--- src/rtl/matrix_mac_sequencer.sv ---
`default_nettype none
// +----------------------------------------------------------------------------+
// | Module   : matrix_mac_sequencer                                            |
// | Brief    : Drives a 4x4 MAC array's enable/clear through K-pair jobs,      |
// |            with clear, drain and completion handshake phases.              |
// | Option   : MAC_SEQ_PERF_EN adds saturating perf_busy/perf_stall counters.  |
// | Revision : 1.0  initial release                                            |
// +----------------------------------------------------------------------------+
module matrix_mac_sequencer #(
   parameter int LEN_WIDTH   = 8,
   parameter int MAC_LATENCY = 1
) (
   input  logic                 clock,
   input  logic                 reset,
   input  logic                 cmd_valid,
   output logic                 cmd_ready,
   input  logic [LEN_WIDTH-1:0] cmd_len,
   input  logic                 cmd_clear,
   input  logic                 abort,
   input  logic                 op_valid,
   output logic                 op_ready,
   output logic                 mac_enable,
   output logic                 mac_clear,
   output logic                 busy,
   output logic                 done_valid,
   input  logic                 done_ready,
`ifdef MAC_SEQ_PERF_EN
   output logic [31:0]          perf_busy,
   output logic [31:0]          perf_stall,
`endif
   output logic [LEN_WIDTH-1:0] done_count
);

   typedef enum logic [2:0] {
      S_IDLE  = 3'd0,
      S_CLEAR = 3'd1,
      S_ACCUM = 3'd2,
      S_DRAIN = 3'd3,
      S_DONE  = 3'd4
   } state_t;

   localparam int                 c_lat_w      = (MAC_LATENCY > 1) ? $clog2(MAC_LATENCY) : 1;
   localparam logic [c_lat_w-1:0] c_lat_last   = c_lat_w'((MAC_LATENCY > 0) ? MAC_LATENCY - 1 : 0);
   // A zero-latency MAC has nothing to wait for, so accumulation goes straight to DONE.
   localparam state_t             c_after_acc  = (MAC_LATENCY == 0) ? S_DONE : S_DRAIN;

   state_t               r_state;
   state_t               w_next_state;
   logic [LEN_WIDTH-1:0] r_rem;
   logic [LEN_WIDTH-1:0] r_done_count;
   logic [c_lat_w-1:0]   r_lat;
   logic                 w_accept;

   always_ff @(posedge clock or negedge reset) begin
      if (!reset) begin
         r_state <= S_IDLE;
      end else begin
         r_state <= w_next_state;
      end
   end

   always_comb begin
      w_next_state = r_state;
      w_accept     = 1'b0;
      cmd_ready    = 1'b0;
      op_ready     = 1'b0;
      mac_clear    = 1'b0;
      done_valid   = 1'b0;
      case (r_state)
         S_IDLE: begin
            cmd_ready = !abort;
            if (cmd_valid && !abort) begin
               w_accept = 1'b1;
               if (cmd_clear) begin
                  w_next_state = S_CLEAR;
               end else if (cmd_len != '0) begin
                  w_next_state = S_ACCUM;
               end else begin
                  w_next_state = c_after_acc;
               end
            end
         end
         S_CLEAR: begin
            mac_clear    = 1'b1;
            w_next_state = (r_rem != '0) ? S_ACCUM : c_after_acc;
         end
         S_ACCUM: begin
            op_ready = 1'b1;
            if (op_valid && (r_rem == LEN_WIDTH'(1))) begin
               w_next_state = c_after_acc;
            end
         end
         S_DRAIN: begin
            if (r_lat == c_lat_last) begin
               w_next_state = S_DONE;
            end
         end
         S_DONE: begin
            done_valid = 1'b1;
            if (done_ready) begin
               w_next_state = S_IDLE;
            end
         end
         default: w_next_state = S_IDLE;
      endcase
      // Abort overrides any transfer, drain end or handshake in flight.
      if (abort && (r_state != S_IDLE)) begin
         w_next_state = S_IDLE;
         mac_clear    = 1'b1;
         op_ready     = 1'b0;
         done_valid   = 1'b0;
      end
   end

   assign mac_enable = op_valid & op_ready;
   assign busy       = (r_state != S_IDLE);
   assign done_count = r_done_count;

   always_ff @(posedge clock or negedge reset) begin
      if (!reset) begin
         r_rem        <= '0;
         r_done_count <= '0;
         r_lat        <= '0;
      end else begin
         if (w_accept) begin
            r_rem        <= cmd_len;
            r_done_count <= '0;
         end else if (mac_enable) begin
            r_rem        <= r_rem - 1'b1;
            r_done_count <= r_done_count + 1'b1;
         end
         r_lat <= ((r_state == S_DRAIN) && (w_next_state == S_DRAIN)) ? r_lat + 1'b1 : '0;
      end
   end

`ifdef MAC_SEQ_PERF_EN
   logic [31:0] r_perf_busy;
   logic [31:0] r_perf_stall;

   always_ff @(posedge clock or negedge reset) begin
      if (!reset) begin
         r_perf_busy  <= '0;
         r_perf_stall <= '0;
      end else begin
         if (busy && (r_perf_busy != '1)) begin
            r_perf_busy <= r_perf_busy + 1'b1;
         end
         if ((r_state == S_ACCUM) && !op_valid && (r_perf_stall != '1)) begin
            r_perf_stall <= r_perf_stall + 1'b1;
         end
      end
   end

   assign perf_busy  = r_perf_busy;
   assign perf_stall = r_perf_stall;
`endif

endmodule
`default_nettype wire

--- config.mk ---
export PLATFORM = sky130hd
export DESIGN_NAME = matrix_mac_sequencer
export DESIGN_NICKNAME = d
export VERILOG_FILES = /design/src/rtl/matrix_mac_sequencer.sv
export SDC_FILE = /design/constraint.sdc
export NUM_CORES = 1
export LEC_CHECK = 0
export CAP_MARGIN = 40
export CORE_AREA = 2 2 46 58
export DETAILED_ROUTE_END_ITERATION = 8
export DIE_AREA = 0 0 48 60
export DONT_BUFFER_PORTS = 1
export GPL_TIMING_DRIVEN = 0
export PLACE_DENSITY = 0.67
export SETUP_SLACK_MARGIN = 0.05
export SKIP_CTS_REPAIR_TIMING = 1
export SLEW_MARGIN = 0
export SYNTH_ARGS = -nofsm -noshare
export SYNTH_HDL_FRONTEND = slang
export SYNTH_SLANG_ARGS = --single-unit
--- constraint.sdc ---
create_clock -name clock -period 2.2 [get_ports clock]
set_input_delay 0.33 -clock clock [delete_from_list [all_inputs] [get_ports clock]]
set_output_delay 0.33 -clock clock [all_outputs]
set_load 0.1 [all_outputs]
==> results by group, run 1 <==
Worst setup path
  – Critical path startpoint category: flip-flop
  – RR Endpoint: r_rem[4]$_DFFE_PN0P_
  – Crit Path Category: reg2out
  – Critical Path End: mac_enable
  – CP Launch Point: r_state[0]$_DFF_PN0_
  – Worst Reg-to-Reg Cells: 6
  – Required @ worst endpoint: 1.87 ns
  – Arr. time, crit path: 1.79 ns
  – Reg-to-Reg Start: r_state[0]$_DFF_PN0_
  – Crit-path max FO: 10
  – R2R setup slack: 0.21 ns
  – Crit path capture type: primary output

Clock tree
  – H-tree levels: 1
  – Worst-Skew Late Latency: 0.31 ns
  – Cts bufs inserted: 3
  – Clk buf depth: 2
  – CTS clk-pin slew, worst paths: 0.12 ns
  – CTS tree: done
  – Num Clock Sinks: 20
  – CTS root buf: clkbuf_4

Synthesis
  – Main flop type after synthesis: dfrtp_1
  – Mapped cell area: 1230 sq um
  – Number of synthesized register bits: 20
  – Sequential fraction of the synthesis area: 40.8%
  – Post-synth EDFFs: 0
  – Mapped Cells: 128
  – Count of cell types in the netlist: 45
  – Ys Warns: 0
  – Syn Area/Cell: 9.58 sq um
  – Asr flop ratio synth: 100%
  – Synth Net Count: 147

Final layout
  – Commonest non-fill, non-tap cell in the layout: dfrtp_1
  – Share of cells above drive strength 1: 22.1%
  – Most frequent cells in the layout: 20 x dfrtp_1, 11 x nor2_1, 8 x inv_1, 8 x nand2_1, 8 x buf_16
  – Area grow syn2layout: 33.7%
  – Final Core Density: 68.9%
  – Final net count: 166
  – N_diodes: 0
  – # fillers: 175

Detailed routing
  – WL/cell: 16.8 microns
  – DR pass1 iterations: 4
  – Antenna-violating nets left: 0
  – Starting DRC count in detailed routing: 34
  – Via density: 5.83
  – Vias post-DR: 1038
  – Drt total wl: 2980 microns
  – Remaining DRCs: 0

Floorplan
  – Die height: 60 microns
  – Initial Util: 51.6%
  – IO Pins: 29
  – Core area: 2380 sq um
  – Die Wd: 48 microns
  – Die area: 2880 sq um
  – Cell Rows: 20

Global route
  – Pin count of the biggest net entering global routing: 21
  – GRT Util Overall: 23.3%
  – Remaining Overflow, GRT: 0
  – Initial antenna violation count: 0
  – Number of global-route vias before repair: 1044
  – First-pass GRT wire length: 4620 microns

Placement
  – Post-DP HPWL: 2290 microns
  – # port buffers: 0
  – Routability cong.: 0.860

STA
  – Final min period: 2.12 ns
  – Setup TNS: 0 ns
  – Fmax: 472 MHz
  – WHS: 0.138 ns
  – Max_slew headroom: 38.4%
  – Clk_skew: 0.00538 ns
  – Tightest Pin Transition: 0.921 ns
  – RSZ-0062 raised after global routing: yes
  – Period utilization: 96.3%
  – Fin. Hold Viols: 0
  – Setup Viol. Count Final: 0
  – Final slew viol count: 0

Pwr
  – Pwr Density: 632 nW/um^2
  – Leakage: 0.648 nW
  – Sw Ratio: 39.5%
  – Combinational fraction of design power: 37.2%
  – Reg power frac: 45.4%
  – Internal: 626 uW
  – P_sw: 409 uW
  – Max VDD drop: 0.000604 V
  – Clock share of power: 17.4%

Job
  – Max Cap Viol: 0

Outcome
  – Status: finished, final reports clean

Min path
  – Min-Delay Path Class: in2reg
  – WHS Path Cells: 2
  – Hold Path Origin: cmd_len[7]
[synthesized netlist by cell type (all sizes together), types with 2 or more instances]
cell	count	area share (%)
nand3	6	2.4
nor4	6	5.3
or3	2	1.0
dfrtp	20	41
a221o	2	1.6
inv	9	2.8
nor2b	3	1.5
nor2	12	3.7
a211oi	2	1.2
ha	4	4.1
o21ai	7	3.2
clkbuf	3	0.92
nand4bb	2	3.2
nor3	7	2.9
nand2	10	3.3
buf	3	1.4
xnor2	7	5.0
a21oi	2	0.82
a32oi	3	2.1
[worst min-delay path by stage]
| stage | end | slack [ns] |
|---|---|---|
| floorplan | done_count[0]$_DFFE_PN0P_ | 0.03 |
| global placement | done_count[7]$_DFFE_PN0P_ | 0.03 |
| detailed placement | done_count[7]$_DFFE_PN0P_ | 0.03 |
| CTS | done_count[2]$_DFFE_PN0P_ | -0.30 |
| global route | r_rem[7]$_DFFE_PN0P_ | 0.14 |
| finish | r_rem[7]$_DFFE_PN0P_ | 0.14 |
[per-layer routing]
layer / global-route usage (%) / part of all wire [%] / vias to the layer above
li1: - / - / 504
met1: 28.9 / 44 / 507
met2: 38.7 / 52 / 22
met3: 4.23 / 2.5 / 5
met4: 9.27 / 1.6 / 0
met5: 0 / 0 / -
[state kept, by name, indices dropped and copies added (netlist names)]
signal,count
done_count,8
r_rem,8
r_state,3
r_lat,1
[area by class of cell]
| type | instances | area, sq um | share of cell area (%) |
|---|---|---|---|
| multi-input combinational | 93 | 696 | 42.4 |
| sequential | 20 | 500 | 30.5 |
| timing repair buffer | 14 | 302 | 18.4 |
| tap | 33 | 41.3 | 2.52 |
| buffer | 6 | 38.8 | 2.37 |
| inverter | 9 | 38.8 | 2.37 |
| clock buffer | 3 | 22.5 | 1.37 |
[through the flow]
stage	std cells	worst slack, ns	power [mW]	area, sq um
final	178	0.0807	1.04	1640
after global routing	178	0.0100	1.09	1640
after CTS	177	-0.0801	1.02	1620
after detailed placement	174	0.0232	0.851	1600
after global placement	161	-0.291	0.781	1310
after floorplan	128	-0.131	0.737	1260
[kinds of logic (layout without fill, tap and decap cells)]
logic type	Yosys count	in the layout	synth area share, %
buf+inv	15	32	5.10
fa+ha+maj	4	4	4.08
mux	1	1	0.918
simple gates	55	55	28.3
flops	20	20	40.8
compound gates	25	25	15.5
xor+xnor	7	7	5.00
other cells	1	1	0.306
[critical path: stages, from the launching register on]
cell and delay [ns]:
dfrtp_1 0.44, clkbuf_1 0.25, and4bb_1 0.40, nand2_2 0.15
inv_6 0.23
[power by group through the flow]
stage               clock, mW  sequential, mW  combinational [mW]
CTS                     0.179           0.469               0.377
global placement            0           0.517               0.265
global route            0.194           0.476               0.418
detailed placement          0           0.475               0.376
finish                  0.181           0.470               0.385
floorplan                   0           0.505               0.232
Power figures use the tool's default switching activity.
==> inputs of run 2 (changes only) <==
clock period = 2.6 ns   (was 2.2 ns; I/O delays follow)
==> run 2 against run 1 <==
  * Flip-flop and latch count unchanged
  * Non-clock buffer count grew 1
  * Worst setup slack better by 0.13 ns
  * Clock power increased by 40%
  * Sequential share of layout area is 0.37 points lower
  * Global-route usage grew 1.5 points
  * Sequential power fell by 16%
  * Total power is 5.5% lower
  * Utilization rose by 0.84 points
  * Final area is 1.2% higher
  * Final cell count grew 1.1%
  * Critical path type unchanged
  * Largest cell class unchanged
  * Highest routed layer unchanged
==> results by group, run 2 (synthesis gave the netlist of run 1 again) <==
Min path
  – Min-Delay Path Class: in2reg
  – WHS Path Cells: 2 (unchanged)

Placement
  – Post-DP HPWL: 2380 microns (+3.9%)
  – Worst slack, placed: 0.381 ns (+0.358 ns)
  – Routability cong.: 0.858 (-0.23%)
  – # port buffers: 0 (unchanged)

STA
  – RSZ-0062 raised after global routing: no
  – Clk_skew: 0.0103 ns (+0.00487 ns)
  – Fmax: 419 MHz
  – Final min period: 2.39 ns
  – Tightest Pin Transition: 0.885 ns (-0.0360 ns)
  – Fin. Hold Viols: 0 (unchanged)
  – Max_slew headroom: 40.8% (+2.4 points)
  – Post-route setup slack: 0.212 ns (+0.132 ns)
  – Final slew viol count: 0 (unchanged)
  – Setup Viol. Count Final: 0 (unchanged)
  – Period utilization: 91.8%

Clock tree
  – CTS tree: done
  – Cts bufs inserted: 3 (unchanged)
  – H-tree levels: 1 (unchanged)
  – Clk buf depth: 2 (unchanged)
  – CTS clk-pin slew, worst paths: 0.11 ns (about the same)
  – CTS root buf: clkbuf_4
  – Num Clock Sinks: 20 (unchanged)
  – Worst-Skew Late Latency: 0.31 ns (about the same)

Final layout
  – Final net count: 167 (+0.60%)
  – Final Core Density: 69.8% (+0.84 points)
  – Most frequent cells in the layout: 20 x dfrtp_1, 11 x nor2_1, 9 x nand2_1, 8 x inv_1, 8 x buf_16
  – Commonest non-fill, non-tap cell in the layout: dfrtp_1
  – Share of cells above drive strength 1: 22.4% (+0.38 points)
  – Area grow syn2layout: 35.3%
  – N_diodes: 0 (unchanged)

Pwr
  – P_sw: 346 uW (-15%)
  – Leakage: 0.670 nW (+3.5%)
  – Pwr Density: 589 nW/um^2 (-6.7%)
  – Sw Ratio: 35.4% (-4.1 points)
  – Clock share of power: 26.0% (+8.6 points)
  – Combinational fraction of design power: 33.4% (-3.8 points)
  – Internal: 631 uW (+0.79%)
  – Max VDD drop: 0.000380 V (-37%)
  – Reg power frac: 40.6% (-4.8 points)

Worst setup path
  – Worst Reg-to-Reg Cells: 6 (unchanged)
  – CP peak stage delay: 0.44 ns (about the same)
  – Worst path slowest cell: dfrtp_1
  – Crit path capture type: primary output
  – Critical-path cell list: clkbuf_1 -> and4bb_1 -> nand2_2 -> inv_2
  – Crit Path Category: reg2out
  – Critical path startpoint category: flip-flop
  – Arr. time, crit path: 2.00 ns (+0.21 ns)
  – Crit-path max FO: 10 (unchanged)
  – Required @ worst endpoint: 2.21 ns (+0.34 ns)
  – R2R setup slack: 0.37 ns (+0.16 ns)

Detailed routing
  – Starting DRC count in detailed routing: 28 (-18%)
  – Vias post-DR: 1062 (+2.3%)
  – WL/cell: 16.5 microns (-1.7%)
  – Via density: 5.90 (+1.2%)
  – DR pass1 iterations: 4 (unchanged)
  – Drt total wl: 2970 microns (-0.57%)
  – Remaining DRCs: 0 (unchanged)
  – Antenna-violating nets left: 0 (unchanged)

Floorplan
  – Initial Util: 51.6% (unchanged)
  – Cell Rows: 20 (unchanged)
  – Die area: 2880 sq um (unchanged)
  – Die Wd: 48 microns (unchanged)
  – IO Pins: 29 (unchanged)
  – Die height: 60 microns (unchanged)
  – Core area: 2380 sq um (unchanged)

Global route
  – Number of global-route vias before repair: 1121 (+7.4%)
  – Pin count of the biggest net entering global routing: 21 (unchanged)
  – GRT Util Overall: 24.8% (+1.5 points)
  – First-pass GRT wire length: 4900 microns (+6.0%)
  – Remaining Overflow, GRT: 0 (unchanged)
  – Initial antenna violation count: 0 (unchanged)

Outcome
  – Status: finished, final reports clean

Job
  – Max Cap Viol: 0 (unchanged)
run 2: final timing paths:
path | to | from
setup / recovery | mac_enable | r_state[2]$_DFF_PN0_
hold / removal | r_rem[7]$_DFFE_PN0P_ | cmd_len[7]
setup reg to reg | r_rem[4]$_DFFE_PN0P_ | r_state[2]$_DFF_PN0_
hold reg to reg | r_rem[5]$_DFFE_PN0P_ | r_rem[5]$_DFFE_PN0P_
max in group asynchronous | r_state[2]$_DFF_PN0_ | reset
min in group asynchronous | r_rem[5]$_DFFE_PN0P_ | reset
run 2: routing by layer:
metal | track usage (%) | vias to the layer above | wire length [microns]
met1 | 29.2 | 505 | 1170
li1 | - | 506 | -
met5 | 0 | - | 0
met4 | 15.1 | 0 | 87
met3 | 6.65 | 10 | 185
met2 | 38.7 | 41 | 1520
run 2: per-stage QoR:
step / instance area [sq um] / hold WS [ns] / instances / setup TNS, ns / total power [mW]
2_1_floorplan: 1240 / 0.0944 / 128 / -0.139 / 0.618
3_3_place_gp: 1280 / 0.0948 / 161 / -0.218 / 0.656
3_5_place_dp: 1600 / 0.0949 / 175 / 0 / 0.723
4_1_cts: 1650 / -0.256 / 179 / 0 / 0.977
5_1_grt: 1660 / 0.184 / 180 / 0 / 1.03
6_report: 1660 / 0.202 / 180 / 0 / 0.978
run 2: cell type report:
type	count	area (sq um)
tap	33	41.3
multi-input combinational	93	689
clock inverter	1	30.0
inverter	9	33.8
fill	182	718
timing repair buffer	15	313
sequential	20	500
clock buffer	3	22.5
buffer	6	28.8
run 2: critical path, delay by kind of cell (launching register included):
family,cells,cell delay (ns)
flops,1,0.44
buf+inv,2,0.70
simple gates,2,0.55
run 2: power by group through the flow:
stage	Combinational, mW	Sequential, mW	Clock (mW)
detailed placement	0.321	0.402	0
global placement	0.218	0.437	0
CTS	0.322	0.397	0.259
finish	0.326	0.397	0.254
floorplan	0.191	0.427	0
global route	0.354	0.404	0.275
==> inputs of run 3 (changes only) <==
CAP_MARGIN = unset   (was 40)
GPL_ROUTABILITY_DRIVEN = 0   (was unset)
==> run 3 against run 2 <==
  * Flip-flop and latch count unchanged
  * Final area decreased by 16%
  * Hold slack got worse by 0.0083 ns
  * Via count decreased by 4.1%
  * Non-clock buffer count decreased by 12
==> results by group, run 3 (synthesis gave the netlist of run 1 again) <==
Detailed routing
  – WL/cell: 16.8 microns (+1.9%)
  – Antenna-violating nets left: 0 (unchanged)
  – DR pass1 iterations: 4 (unchanged)
  – Vias post-DR: 1018 (-4.1%)
  – Via density: 6.06 (+2.7%)
  – Remaining DRCs: 0 (unchanged)
  – Starting DRC count in detailed routing: 47 (+68%)
  – Drt total wl: 2820 microns (-4.9%)

Clock tree
  – Cts bufs inserted: 3 (unchanged)
  – CTS root buf: clkbuf_4
  – CTS clk-pin slew, worst paths: 0.12 ns (about the same)
  – CTS tree: done
  – H-tree levels: 1 (unchanged)
  – Worst-Skew Late Latency: 0.31 ns (about the same)
  – Clk buf depth: 2 (unchanged)
  – Num Clock Sinks: 20 (unchanged)

Final layout
  – # fillers: 217 (+19%)
  – Commonest non-fill, non-tap cell in the layout: dfrtp_1
  – Most frequent cells in the layout: 19 x dfrtp_1, 11 x nor2_1, 9 x nand2_1, 8 x inv_1
  – Share of cells above drive strength 1: 17.0% (-5.4 points)
  – Area grow syn2layout: 13.1%
  – N_diodes: 0 (unchanged)
  – Fin cells: 168 (-6.7%)
  – Final net count: 155 (-7.2%)

Floorplan
  – IO Pins: 29 (unchanged)
  – Die Wd: 48 microns (unchanged)
  – Cell Rows: 20 (unchanged)
  – Die height: 60 microns (unchanged)
  – Initial Util: 51.6% (unchanged)
  – Die area: 2880 sq um (unchanged)
  – Core area: 2380 sq um (unchanged)

Job
  – Max Cap Viol: 0 (unchanged)

Worst setup path
  – CP delay by family, top: simple AND/OR/NAND/NOR gates
  – Critical-path cell list: clkbuf_1 -> nor4b_4
  – Critical path startpoint category: flip-flop
  – Stages on the worst setup path: 2 (-2)
  – Crit path capture type: primary output
  – CP peak stage delay: 1.11 ns (+0.67 ns)
  – Crit Path Category: reg2out
  – Required @ worst endpoint: 2.21 ns (about the same)
  – Arr. time, crit path: 2.10 ns (+0.10 ns)
  – Crit-path max FO: 10 (unchanged)
  – Worst Reg-to-Reg Cells: 6 (unchanged)
  – Buf+Inv Stages, Crit Path: 1 (-1)
  – Worst path slowest cell: nor4b_4

Global route
  – GRT Util Overall: 22.2% (-2.5 points)
  – Number of global-route vias before repair: 992 (-12%)
  – Remaining Overflow, GRT: 0 (unchanged)
  – Initial antenna violation count: 0 (unchanged)
  – First-pass GRT wire length: 4490 microns (-8.3%)
  – Pin count of the biggest net entering global routing: 21 (unchanged)

STA
  – Tightest Pin Transition: 1.31 ns (+0.424 ns)
  – Fin. Hold Viols: 0 (unchanged)
  – Fmax: 401 MHz (-4.2%)
  – Max_slew headroom: 12.3% (-28 points)
  – RSZ-0062 raised after global routing: no
  – Final slew viol count: 0 (unchanged)
  – Setup Viol. Count Final: 0 (unchanged)
  – Period utilization: 95.8% (+4.0 points)
  – Clk_skew: 0.00731 ns (-0.00294 ns)
  – Final min period: 2.49 ns (+0.104 ns)

Pwr
  – Pwr Density: 626 nW/um^2 (+6.2%)
  – Tot Pwr: 867 uW (-11%)
  – Leakage: 0.552 nW (-18%)
  – Max VDD drop: 0.000328 V (-14%)

Outcome
  – Status: finished, final reports clean

Min path
  – Min-Delay Path Class: in2reg
  – WHS Path Cells: 2 (unchanged)

Placement
  – Post-DP HPWL: 2120 microns (-11%)
  – DP Cell Count: 163 (-6.9%)
  – # port buffers: 0 (unchanged)
[run 3: cell count changes in the layout (fill, tap and decap cells not counted), sizes merged]
cell / delta
buf: -11
bufinv: -1
[run 3: final timing paths]
check                      slack [ns]                  from                   endpoint
max                              0.11  r_state[0]$_DFF_PN0_                   op_ready
min                              0.19            cmd_len[7]       r_rem[7]$_DFFE_PN0P_
max reg2reg                      0.41  r_state[0]$_DFF_PN0_       r_rem[4]$_DFFE_PN0P_
min reg2reg                      0.56  r_rem[5]$_DFFE_PN0P_       r_rem[5]$_DFFE_PN0P_
max in group asynchronous        1.33                 reset       r_state[1]$_DFF_PN0_
min in group asynchronous        0.65                 reset  done_count[0]$_DFFE_PN0P_
[run 3: per-layer routing]
metal / wire (microns) / up-vias / track usage (%) / share of wire (%)
met5: 0 / - / 0 / 0
met4: 33 / 0 / 10.0 / 1.2
met3: 145 / 4 / 3.02 / 5.1
met2: 1450 / 36 / 34.9 / 51
met1: 1190 / 493 / 29.7 / 42
li1: - / 485 / - / -
[run 3: report_power, final]
group,total (mW),switching [mW],internal [mW],leakage (nW)
registers,0.435,0.0852,0.349,0.261
clock network,0.186,0.101,0.0855,0.0210
logic,0.247,0.156,0.0908,0.270
total,0.867,0.342,0.526,0.552
[run 3: cell type report]
class                      instances  area [sq um]  share of cell area, %
clock buffer                       4          36.3                   2.62
inverter                           9          33.8                   2.44
timing repair buffer               3          48.8                   3.52
multi-input combinational         93           694                   50.1
buffer                             6          30.0                   2.17
tap                               33          41.3                   2.98
sequential                        20           502                   36.2
[run 3: through the flow]
stage          util (%)  setup WS, ns  cell area (sq um)  TNS, ns  hold slack, ns
6_report           58.3         0.108               1390        0           0.194
5_1_grt            58.3        0.0539               1390        0           0.190
4_1_cts            57.6        0.0358               1370        0          -0.249
3_5_place_dp       56.1         0.387               1330        0          0.0949
3_3_place_gp       53.9        -0.218               1280   -0.218          0.0948
2_1_floorplan         -        -0.139               1240   -0.139          0.0944
